**config.mk**
```make
export PLATFORM = sky130hd
export DESIGN_NAME = snake_body_engine
export DESIGN_NICKNAME = d
export VERILOG_FILES = /design/src/rtl/snake_body_engine.sv
export SDC_FILE = /design/constraint.sdc
export NUM_CORES = 1
export LEC_CHECK = 0
export CAP_MARGIN = 20
export CORE_MARGIN = 2
export CORE_UTILIZATION = 38
export DETAILED_ROUTE_END_ITERATION = 7
export GPL_ROUTABILITY_DRIVEN = 0
export HOLD_SLACK_MARGIN = 0.02
export SLEW_MARGIN = 20
export SYNTH_ARGS = -nofsm -noshare
export SYNTH_HDL_FRONTEND = slang
export SYNTH_SLANG_ARGS = --single-unit
```
**constraint.sdc**
```tcl
create_clock -name clk -period 6.8 [get_ports clk]
set_clock_uncertainty 0.1 [all_clocks]
set_input_delay 1.36 -clock clk [delete_from_list [all_inputs] [get_ports clk]]
set_output_delay 1.36 -clock clk [all_outputs]
set_load 0.005 [all_outputs]
```
**src/rtl/snake_body_engine.sv**
```systemverilog
// snake_body_engine: snake game-logic stage feeding the VGA display.
// Holds the body on a GRID_W x GRID_H cell grid, advances it one cell per
// step_tick, detects apple/wall/self hits and classifies each VGA pixel
// (00 empty, 01 head, 10 body, 11 wall) with one clock of latency.
// Optional feature: define SNAKE_WRAP_EN to remove the walls and let the
// head wrap around the grid edges (only a self hit is then fatal).
module snake_body_engine #(
    parameter int unsigned MAX_LEN  = 16,
    parameter int unsigned INIT_LEN = 3,
    parameter int unsigned GRID_W   = 40,
    parameter int unsigned GRID_H   = 30
) (
    input  logic       clk,
    input  logic       rst,
    input  logic       start,
    input  logic [1:0] dir,
    input  logic       step_tick,
    input  logic [5:0] apple_x,
    input  logic [5:0] apple_y,
    input  logic [9:0] x_pos,
    input  logic [9:0] y_pos,
    output logic [1:0] snake,
    output logic [5:0] length,
    output logic       eat,
    output logic       dead
);

    localparam int unsigned CW = 6;

    localparam logic [1:0] IDLE = 2'd0;
    localparam logic [1:0] RUN  = 2'd1;
    localparam logic [1:0] MOVE = 2'd2;
    localparam logic [1:0] DEAD = 2'd3;

    localparam logic [1:0] DIR_UP    = 2'b00;
    localparam logic [1:0] DIR_DOWN  = 2'b01;
    localparam logic [1:0] DIR_LEFT  = 2'b10;
    localparam logic [1:0] DIR_RIGHT = 2'b11;

    localparam logic [CW-1:0] START_X = CW'(20);
    localparam logic [CW-1:0] START_Y = CW'(15);
    localparam logic [CW-1:0] LAST_X  = CW'(GRID_W - 1);
    localparam logic [CW-1:0] LAST_Y  = CW'(GRID_H - 1);

    logic [1:0]    state;
    logic [1:0]    next_state;
    logic [1:0]    cur_dir;
    logic [CW-1:0] seg_x [MAX_LEN];
    logic [CW-1:0] seg_y [MAX_LEN];

    logic [CW-1:0] nh_x;
    logic [CW-1:0] nh_y;
    logic [CW-1:0] self_lim;
    logic          wall_hit;
    logic          self_hit;
    logic          apple_hit;
    logic          grow;
    logic          hit;
    logic          reverse;

    logic [CW-1:0] cell_x;
    logic [CW-1:0] cell_y;
    logic          in_range;
    logic          border;
    logic          head_hit;
    logic          body_hit;
    logic [1:0]    pix_class;

    // A request for the exact opposite direction is a reversal and is ignored
    assign reverse = (dir[1] == cur_dir[1]) && (dir[0] != cur_dir[0]);

    // Candidate head position and the hit/grow decisions for the MOVE cycle
    always_comb begin
        nh_x = seg_x[0];
        nh_y = seg_y[0];
        case (cur_dir)
            DIR_UP:   nh_y = seg_y[0] - CW'(1);
            DIR_DOWN: nh_y = seg_y[0] + CW'(1);
            DIR_LEFT: nh_x = seg_x[0] - CW'(1);
            default:  nh_x = seg_x[0] + CW'(1);
        endcase
`ifdef SNAKE_WRAP_EN
        if (cur_dir == DIR_UP    && seg_y[0] == '0)     nh_y = LAST_Y;
        if (cur_dir == DIR_DOWN  && seg_y[0] == LAST_Y) nh_y = '0;
        if (cur_dir == DIR_LEFT  && seg_x[0] == '0)     nh_x = LAST_X;
        if (cur_dir == DIR_RIGHT && seg_x[0] == LAST_X) nh_x = '0;
        wall_hit = 1'b0;
`else
        wall_hit = (nh_x == '0) || (nh_x == LAST_X) ||
                   (nh_y == '0) || (nh_y == LAST_Y);
`endif
        apple_hit = (nh_x == apple_x) && (nh_y == apple_y);
        grow      = apple_hit && (length < CW'(MAX_LEN));
        // The tail vacates on a plain move, but stays put when growing
        self_lim  = grow ? length : (length - CW'(1));
        self_hit  = 1'b0;
        for (int unsigned i = 1; i < MAX_LEN; i++) begin
            if ((CW'(i) < self_lim) && (seg_x[i] == nh_x) && (seg_y[i] == nh_y)) begin
                self_hit = 1'b1;
            end
        end
        hit = wall_hit || self_hit;
    end

    // FSM state register
    always_ff @(posedge clk or negedge rst) begin
        if (!rst) begin
            state <= IDLE;
        end else begin
            state <= next_state;
        end
    end

    // FSM next-state logic
    always_comb begin
        next_state = state;
        case (state)
            IDLE:    if (start) next_state = RUN;
            RUN:     if (step_tick) next_state = MOVE;
            MOVE:    next_state = hit ? DEAD : RUN;
            default: if (start) next_state = RUN;
        endcase
    end

    // Body, length and direction latch; restart from DEAD reloads the start body
    always_ff @(posedge clk or negedge rst) begin
        if (!rst) begin
            for (int unsigned i = 0; i < MAX_LEN; i++) begin
                seg_x[i] <= (i < INIT_LEN) ? CW'(START_X - CW'(i)) : '0;
                seg_y[i] <= (i < INIT_LEN) ? START_Y : '0;
            end
            length  <= CW'(INIT_LEN);
            cur_dir <= DIR_RIGHT;
        end else if (state == DEAD && start) begin
            for (int unsigned i = 0; i < MAX_LEN; i++) begin
                seg_x[i] <= (i < INIT_LEN) ? CW'(START_X - CW'(i)) : '0;
                seg_y[i] <= (i < INIT_LEN) ? START_Y : '0;
            end
            length  <= CW'(INIT_LEN);
            cur_dir <= DIR_RIGHT;
        end else if (state == MOVE && !hit) begin
            for (int unsigned i = 1; i < MAX_LEN; i++) begin
                seg_x[i] <= seg_x[i-1];
                seg_y[i] <= seg_y[i-1];
            end
            seg_x[0] <= nh_x;
            seg_y[0] <= nh_y;
            if (grow) begin
                length <= length + CW'(1);
            end
        end else if (state == RUN && !reverse) begin
            cur_dir <= dir;
        end
    end

    // Pixel classification of the cell under the current VGA coordinate
    always_comb begin
        cell_x   = x_pos[9:4];
        cell_y   = y_pos[9:4];
        in_range = (x_pos < 10'd640) && (y_pos < 10'd480);
`ifdef SNAKE_WRAP_EN
        border   = 1'b0;
`else
        border   = (cell_x == '0) || (cell_x == LAST_X) ||
                   (cell_y == '0) || (cell_y == LAST_Y);
`endif
        head_hit = (cell_x == seg_x[0]) && (cell_y == seg_y[0]);
        body_hit = 1'b0;
        for (int unsigned i = 1; i < MAX_LEN; i++) begin
            if ((CW'(i) < length) && (seg_x[i] == cell_x) && (seg_y[i] == cell_y)) begin
                body_hit = 1'b1;
            end
        end
        pix_class = 2'b00;
        if (!in_range) begin
            pix_class = 2'b00;
        end else if (border) begin
            pix_class = 2'b11;
        end else if (head_hit) begin
            pix_class = 2'b01;
        end else if (body_hit) begin
            pix_class = 2'b10;
        end
    end

    // Registered outputs: pixel class, eat pulse and dead flag
    always_ff @(posedge clk or negedge rst) begin
        if (!rst) begin
            snake <= 2'b00;
            eat   <= 1'b0;
            dead  <= 1'b0;
        end else begin
            snake <= pix_class;
            eat   <= (state == MOVE) && !hit && apple_hit;
            dead  <= (next_state == DEAD);
        end
    end

endmodule
```
==> flow_summary.json <==
{
  "vias": 13900,
  "routed_via_density": 5.89,
  "maxSlewViolCount": 0,
  "synth-seq-area-share_pct": 33.0,
  "syn_nets": 1909,
  "synth_flop_cell": "dfrtp_1",
  "cts_buffer_depth": 3,
  "seqPwrFrac_pct": 23.9,
  "relSlewSlack_pct": 29.1,
  "finalHoldViolations": 0,
  "drc": 0,
  "htree_levels": 1,
  "area_growth_syn_to_layout_pct": 10.2,
  "critPathRequiredTime_ns": 7.17,
  "post-place-cells": 2321,
  "cellPowerDensity_nw_per_um2": 490,
  "die_y_um": 207,
  "start_kind": "register",
  "clock_sinks": 206,
  "crit_path_end_kind": "register",
  "cts_setup_buffers": 0,
  "synth-seq-cells": 206,
  "grt_pass1_wl_um": 84200,
  "core_area_sq_um": 40800,
  "vdd_drop_max_mv": 0.241,
  "fmax_mhz": 158,
  "wl_um": 54800,
  "post_drt_wl_per_cell_um": 23.2,
  "drive_gt1_share_pct": 7.89,
  "antennaDiodeCount": 0,
  "num_rows": 74,
  "first_pass_iters": 6,
  "top_usage_layer": "met2",
  "initial_core_util_pct": 38.5,
  "whs_path_depth": 2,
  "tightest_slew_ns": 1.06,
  "root_buffer": "clkbuf_16",
  "critical_path_class": "register to register",
  "first_global_vias": 13400,
  "period_share_pct": 93.2,
  "cts_tree": "yes",
  "synth_cells": 1859,
  "hold_path_class": "register to register",
  "power_frac_comb_pct": 58.2,
  "cts.clk_slew.worst_paths_ns": 0.06,
  "grt_max_degree": 114,
  "synth-edff-count": 0,
  "use_met3_pct": 3.86,
  "cp_max_fo": 43,
  "pwr-share-clk_pct": 18.0,
  "p_leak_uw": 0.00699,
  "synth_cell_type_count": 96,
  "antenna_left": 0,
  "swShare_pct": 48.8,
  "track_usage_pct": 25.1,
  "rsz0062_at_grt": "false",
  "detail_route.iter0.violations": 1605,
  "dp_hpwl_um": 38500,
  "grt_overflow": 0,
  "p_sw_uw": 4140,
  "dieArea_sq_um": 43000,
  "die_x_um": 207,
  "grt_use_met1_pct": 35.1,
  "arrival_ns": 6.71,
  "grtUsageMet2_pct": 37.6,
  "instances_no_fill": 2369,
  "num_io_pins": 48,
  "maxCapViolations": 0,
  "status": "finished, final reports clean",
  "post_cts_resized": 0,
  "antenna_found_initial": 0,
  "async_reset_ff_share_pct": 100,
  "ff2ff_path_depth": 16,
  "numCtsBuffers": 26,
  "ys_warn_count": 0,
  "syn-mean-instance-area_sq_um": 8.46,
  "hold_buffers": 0,
  "fin_nets": 1867,
  "clock_latency_ns": 0.56,
  "setup_viol": 0,
  "synth_area_sq_um": 15700,
  "io_buffers": 39,
  "min_period_ns": 6.34,
  "cellInternalPower_uw": 4350,
  "fin_setup_tns_ns": 0
}
## metrics by stage
stage               util, %  total power, uW  setup slack (ns)  hold slack (ns)  instance area (sq um)
finish                 42.4             8490             0.460            0.428                  17300
global placement       40.1             6760             0.564            0.406                  16400
CTS                    42.4             8400             0.595            0.428                  17300
floorplan                 -             5460              1.73            0.391                  15700
global route           42.4             8920             0.107            0.445                  17300
detailed placement     40.1             6850             0.501            0.417                  16400
## power groups by stage
stage / combinational [uW] / clock [uW] / sequential, uW
after floorplan: 3710 / 0 / 1750
after global placement: 4740 / 0 / 2020
after detailed placement: 4830 / 0 / 2030
after CTS: 4850 / 1550 / 2010
after global routing: 5260 / 1600 / 2060
final: 4940 / 1520 / 2020
## flip-flops by register name (all words and copies together), names as in the netlist
signal and flops:
seg_y 96, eat 1, seg_x 96, dead 1
snake 2, state 2, cur_dir 2, length 6
## area by class of cell
cell class / instances / area [sq um]
clock inverters: 12 / 195
clock buffers: 36 / 729
flip-flops and latches: 206 / 5180
fillers: 4011 / 23500
well taps: 532 / 666
inverters: 27 / 101
multi-input cells: 1473 / 9670
repair buffers: 83 / 767
## cell usage after synthesis (4+ instances only)
cell type	instances	share of area [%]
a32oi_1	7	0.39
or4_1	19	0.91
a2111oi_0	6	0.33
a21o_1	9	0.43
buf_2	38	1.2
nand3_1	42	1.3
dfrtp_1	183	29
nand4_1	48	1.9
buf_4	13	0.62
mux2i_1	9	0.57
ha_1	11	0.88
nor2b_1	10	0.40
dfstp_2	23	3.8
xnor3_1	14	2.0
xor2_1	176	9.8
buf_1	18	0.43
and4_1	5	0.28
xnor2_1	198	11
xnor2_4	4	0.70
nand2b_1	9	0.36
nor4_1	43	1.7
nand3b_1	4	0.19
nor2_1	37	0.88
nor3b_1	5	0.24
and2_1	8	0.32
o2111ai_1	9	0.50
a31oi_1	14	0.56
nor3_1	36	1.1
clkbuf_1	69	1.6
or3_1	9	0.36
a211oi_1	9	0.43
and3_1	9	0.36
o21ai_0	16	0.51
o211ai_1	7	0.33
buf_6	15	1.1
inv_1	27	0.64
a21oi_1	212	6.7
o21ai_1	6	0.19
nand2_1	391	9.3
o31ai_1	9	0.43
o21a_1	4	0.19
## logic make-up (layout without fill, tap and decap cells)
logic type	after synthesis	after routing	synth area share, %
compound gates	351	351	13.8
xor+xnor	393	393	23.6
fa+ha+maj	13	13	1.07
buf+inv	180	158	5.63
flops	206	206	33.0
mux	14	14	1.29
simple gates	702	702	21.6
## layer usage
metal  share of wire, %  vias up  wire length [um]
li1                   -     6314                 -
met1                 43     6795             23300
met2                 44      680             24100
met3                8.4      160              4580
met4                5.2        0              2830
met5                  0        -                 0
## final timing paths
kind                                 start        end  slack, ns
worst max register to register  cur_dir[0]  seg_y[27]       0.46
worst min register to register   seg_x[82]  seg_x[82]       0.43
worst max-delay path            cur_dir[0]  seg_y[27]       0.46
min in group asynchronous              rst  seg_x[87]       0.74
worst min-delay path             seg_x[82]  seg_x[82]       0.43
max in group asynchronous              rst  seg_x[49]       4.66
## worst max-delay path, cell delays in order, from the launching register on
cell and delay (ns):
dfstp_2 0.82, nand2b_4 0.16, inv_1 0.10, fa_1 0.46, or2_1 0.43, and3_1 0.25, nor3_1 0.13, o2111ai_1 0.25
nor4_4 0.59, nand2_1 0.44, nor2_1 0.19, a221oi_1 0.10, o31ai_1 0.63, and4bb_4 0.74, buf_4 0.53, nand2_1 0.12
a21oi_1 0.16
## cells in the final DEF (no fill, tap or decap), types with 10 or more instances in the layout
master / synthesis / routed
dfstp_2: 23 / 23
nor3_1: 36 / 36
o21ai_0: 16 / 16
nand3_1: 42 / 42
or4_1: 19 / 19
nand4_1: 48 / 48
xnor3_1: 14 / 14
a31oi_1: 14 / 14
buf_4: 13 / 40
nor2_1: 37 / 37
clkdlybuf4s50_1: 0 / 38
nand2_1: 391 / 391
inv_1: 27 / 27
clkbuf_16: 0 / 27
nor2b_1: 10 / 10
nor4_1: 43 / 43
xnor2_1: 198 / 198
xor2_1: 176 / 176
a21oi_1: 212 / 212
dfrtp_1: 183 / 183
ha_1: 11 / 11
Power figures use the tool's default switching activity.
